**src/rtl/seq_detect_param.sv**
```systemverilog
// seq_detect_param: programmable serial pattern detector.
//
// Shifts accepted serial bits into a history register and flags a match when
// the most recent `len` bits equal the low `len` bits of the loaded pattern.
// Matches may overlap or not, selected by a runtime overlap bit.
//
// Ports:
//   clock        system clock, rising edge
//   reset        asynchronous, active-high reset; restores default config
//   seq_in       serial data bit
//   in_valid     seq_in is accepted on a rising edge only when high
//   cfg_load     one-cycle strobe latching cfg_pattern/cfg_len/cfg_overlap
//   cfg_pattern  pattern, bit [len-1] received first, bit [0] received last
//   cfg_len      pattern length (0 -> 1, > PAT_MAX -> PAT_MAX)
//   cfg_overlap  1 = overlapping matches, 0 = non-overlapping
//   seq_out      registered match flag, held until next accepted bit
//   match_count  saturating match count since reset or cfg_load
module seq_detect_param #(
    parameter int unsigned PAT_MAX = 8,
    parameter int unsigned CNT_W   = 8,
    parameter logic [PAT_MAX-1:0] DEF_PAT = 8'b0000_0100,
    parameter int unsigned DEF_LEN = 4,
    parameter bit          DEF_OVL = 1'b1,
    localparam int unsigned LEN_W  = $clog2(PAT_MAX + 1)
) (
    input  logic               clock,
    input  logic               reset,
    input  logic               seq_in,
    input  logic               in_valid,
    input  logic               cfg_load,
    input  logic [PAT_MAX-1:0] cfg_pattern,
    input  logic [LEN_W-1:0]   cfg_len,
    input  logic               cfg_overlap,
    output logic               seq_out,
    output logic [CNT_W-1:0]   match_count
);

    localparam logic [LEN_W-1:0] LenMax = LEN_W'(PAT_MAX);

    function automatic logic [LEN_W-1:0] clamp_len(input logic [LEN_W-1:0] l);
        if (l == '0) begin
            return LEN_W'(1);
        end else if (l > LenMax) begin
            return LenMax;
        end else begin
            return l;
        end
    endfunction

    logic [PAT_MAX-1:0] hist_q, hist_d;
    logic [LEN_W-1:0]   fill_q, fill_d;
    logic               seq_out_q, seq_out_d;
    logic [CNT_W-1:0]   count_q, count_d;
    logic [PAT_MAX-1:0] pattern_q, pattern_d;
    logic [LEN_W-1:0]   len_q, len_d;
    logic               overlap_q, overlap_d;

    logic [PAT_MAX-1:0] hist_shift;
    logic [LEN_W-1:0]   fill_inc;
    logic [PAT_MAX-1:0] len_mask;
    logic               illegal;
    logic               match;

    always_comb begin
        hist_shift = {hist_q[PAT_MAX-2:0], seq_in};
        fill_inc   = (fill_q >= LenMax) ? LenMax : fill_q + LEN_W'(1);

        // Only the low len bits take part in the comparison.
        len_mask = '0;
        for (int unsigned i = 0; i < PAT_MAX; i++) begin
            len_mask[i] = (i < 32'(len_q));
        end

        // fill beyond PAT_MAX or an out-of-range len can only come from upset state.
        illegal = (fill_q > LenMax) || (len_q == '0) || (len_q > LenMax);

        match = (fill_inc >= len_q) && (((hist_shift ^ pattern_q) & len_mask) == '0);
    end

    always_comb begin
        hist_d    = hist_q;
        fill_d    = fill_q;
        seq_out_d = seq_out_q;
        count_d   = count_q;
        pattern_d = pattern_q;
        len_d     = len_q;
        overlap_d = overlap_q;

        if (cfg_load) begin
            // Config load wins over any bit presented on the same edge.
            pattern_d = cfg_pattern;
            len_d     = clamp_len(cfg_len);
            overlap_d = cfg_overlap;
            hist_d    = '0;
            fill_d    = '0;
            seq_out_d = 1'b0;
            count_d   = '0;
        end else if (in_valid) begin
            if (illegal) begin
                hist_d    = '0;
                fill_d    = '0;
                seq_out_d = 1'b0;
                len_d     = clamp_len(len_q);
            end else begin
                hist_d    = hist_shift;
                seq_out_d = match;
                if (match) begin
                    fill_d = overlap_q ? fill_inc : '0;
                    if (count_q != '1) begin
                        count_d = count_q + CNT_W'(1);
                    end
                end else begin
                    fill_d = fill_inc;
                end
            end
        end
    end

    always_ff @(posedge clock or posedge reset) begin
        if (reset) begin
            hist_q    <= '0;
            fill_q    <= '0;
            seq_out_q <= 1'b0;
            count_q   <= '0;
            pattern_q <= DEF_PAT;
            len_q     <= clamp_len(LEN_W'(DEF_LEN));
            overlap_q <= DEF_OVL;
        end else begin
            hist_q    <= hist_d;
            fill_q    <= fill_d;
            seq_out_q <= seq_out_d;
            count_q   <= count_d;
            pattern_q <= pattern_d;
            len_q     <= len_d;
            overlap_q <= overlap_d;
        end
    end

    assign seq_out     = seq_out_q;
    assign match_count = count_q;

endmodule

```
**config.mk**
```make
export PLATFORM = sky130hd
export DESIGN_NAME = seq_detect_param
export DESIGN_NICKNAME = d
export VERILOG_FILES = /design/src/rtl/seq_detect_param.sv
export SDC_FILE = /design/constraint.sdc
export NUM_CORES = 1
export LEC_CHECK = 0
export BUFFER_PORTS_ARGS = -buffer_cell sky130_fd_sc_hd__buf_2
export CAP_MARGIN = 40
export CORE_MARGIN = 8
export CORE_UTILIZATION = 58
export CTS_BUF_LIST = sky130_fd_sc_hd__clkbuf_8
export CTS_CLUSTER_DIAMETER = 50
export DETAILED_ROUTE_END_ITERATION = 10
export HOLD_SLACK_MARGIN = 0.15
export PLACE_DENSITY = 0.85
export SYNTH_ARGS = -nofsm -noshare
export SYNTH_HDL_FRONTEND = slang
export SYNTH_SLANG_ARGS = --single-unit
export TNS_END_PERCENT = 100
```
**constraint.sdc**
```tcl
create_clock -name clock -period 3.05 [get_ports clock]
set_clock_uncertainty 0.2 [all_clocks]
set_input_delay 0.1525 -clock clock [delete_from_list [all_inputs] [get_ports clock]]
set_output_delay 0.1525 -clock clock [all_outputs]
set_load 0.05 [all_outputs]
```
==> out/results.ini <==
[place]
gp_congestion = 0.860
dp_hpwl_um = 2830
io_buffers = 26

[detailed_routing]
routed_wl_um = 4170
drt_iter0_markers = 133
wl_per_cell_um = 17.1
firstDrtPassIters = 4
drc = 0
ant_nets = 0
vias_per_cell = 5.93
num_vias = 1446

[finish]
fin_util = 0.791
final.fill_count = 157
multi_input_area_um2 = 842
layout.nets = 236
area_growth_pct = 27.9
drive_gt1_frac = 0.264
seq_area_um2 = 831

[critical_path]
r2r_slack_ps = 200
rr_startpoint = fill_q[0]
critPathCaptureType = flop
startpoint = fill_q[0]
worst_ep_required_time_ps = 3050
critPathCapture = match_count[5]
reg2regPathDepth = 10
worst_r2r_endpoint = match_count[5]
crit_type = flop to flop
crit_fanout = 7
cp-start-kind = flop
arrival_ps = 2840

[die]
placementRows = 19
start_util = 0.619
core_um2 = 2780
io_pins = 27
die_h_um = 70.5
die_width_um = 70.5
die_area_um2 = 4960

[global_routing]
grt_util_all_layers = 0.172
grt_overflow = 0
grt_pass1_vias = 1497
grt_first_pass_wirelength_um = 6960
grt_max_degree = 28
antenna_found_initial = 1

[logic_synthesis]
yosysTopAreaCell = dfrtp_1
synth_edf_count = 0
synth_nets = 184
synth_common_cells = dfrtp_1, nor2_1, nand2_1
yosys_warnings = 0
synth-seq-cells = 33
synth_top_area_frac = 0.436
synth_seq_area_share = 0.482
syn_inst = 159
synth_flop_cell = dfrtp_1
synthTopCellsByArea = dfrtp_1, mux2_2, a22o_1
avgSynthCellArea_um2 = 10.8
ys_types = 38
synth_area_um2 = 1720
synth.most_common_cell = dfrtp_1
async_reset_ff_frac = 1.00

[clock_tree]
htree_levels = 2
cts_buffers = 5
numClockSinks = 33
root_buffer = clkbuf_8
clock_latency_ps = 290
cts_tree = yes
cts.path.max_buffers = 2
cts.clk_slew.worst_paths_ps = 70

[pwr]
leakage_uw = 0.00104
p_per_area_nw_per_um2 = 462
ir_drop_uv = 477

[worst_hold_path]
min_from = in_valid
hold_path_class = input pin to flop

[sta]
setup_viol = 0
fmax_mhz = 351
relSlewSlack = 0.465
slew_viol_final = 0
hold_viol = 0
post-route-period-util = 0.934
worstMarginPinSlew_ps = 800
period_needed_ps = 2850
tns_ps = 0

[outcome]
status = complete, no violations

[flow_run]
drv_cap = 0

-- layout by cell type, fill, tap and decap left out, types with 5 or more instances in the layout --
master         count
mux2_2             9
nand2_1           12
clkbuf_8           7
nor2_1            13
xnor2_1            6
a21oi_1            5
inv_1              9
o21ai_0            5
a22o_1            11
dfrtp_1           29
ha_1               7
buf_2             26
dlygate4sd3_1     19
xor2_1             6
-- worst min-delay path by stage --
stage / end / slack, ps / cells after the start
2_1_floorplan: len_q[2] / 30 / 1
3_3_place_gp: pattern_q[5] / 50 / 2
3_5_place_dp: pattern_q[5] / 60 / 2
4_1_cts: seq_out / 230 / 3
5_1_grt: seq_out / 290 / 3
6_report: seq_out / 250 / 3
-- metrics by stage --
stage	hold WS (ps)	std cells	power, µW	area [µm²]	setup WS (ps)
2_1_floorplan	26.5	159	589	1720	384
3_3_place_gp	46.1	214	628	1890	268
3_5_place_dp	56.0	214	636	1890	188
4_1_cts	228	241	1020	2180	165
5_1_grt	285	244	1060	2200	-21.4
6_report	250	244	1020	2200	203
-- sequential cells by signal, summed over array words and instances, names as in the netlist --
| register | count |
|---|---|
| fill_q | 4 |
| hist_q | 7 |
| len_q | 4 |
| match_count | 8 |
| overlap_q | 1 |
| pattern_q | 8 |
| seq_out | 1 |
-- logic make-up (layout without fill, tap and decap cells) --
family,Yosys count,count (layout),synth area share
other,0,1,0
XOR/XNOR,13,13,0.0705
multiplexers,10,10,0.0647
flip-flops,33,33,0.482
adder cells (fa/ha/maj),7,7,0.0509
AO/OA/AOI/OAI,36,36,0.150
buffers and inverters,13,66,0.0284
AND/OR/NAND/NOR,47,47,0.153
-- power breakdown --
part           leakage [µW]  switching (µW)  total [µW]  internal [µW]
combinational      0.000556            83.9         168           84.5
sequential         0.000428            25.4         487            462
clock             0.0000542             156         360            204
total               0.00104             266        1020            750
-- critical path, stage by stage, from the launching register on --
cell	delay [ps]
dfrtp_2	440
ha_1	230
xnor2_1	120
nor2_1	150
ha_1	190
o21ai_0	90
a222oi_1	210
nor4b_4	400
nand3_4	160
or3_1	370
a21oi_1	200
-- per-layer routing --
layer	vias to the layer above	wire [µm]	GRT usage
met5	-	0	0
met4	0	112	0.0647
met3	11	199	0.0466
met2	47	2210	0.310
met1	713	1640	0.185
li1	675	-	-
-- final cells by class --
cell class              instances  share of cell area
clock buffers                   7              0.0438
multi-input cells             113               0.383
inverters                       9              0.0154
flip-flops and latches         33               0.378
repair buffers                 49               0.159
diodes                          1             0.00114
clock inverters                 1             0.00228
well taps                      31              0.0176
-- repair_timing --
| item | 4_1_cts | 5_1_grt |
|---|---|---|
| hold buffers | 19 | 0 |
| buffers inserted | 0 | 2 |
| hold endpoints to repair | 36 | 0 |
| gates resized for setup | 0 | 1 |
| setup endpoints to repair | 0 | 2 |
Note: power is estimated with default switching activity, not from simulation.
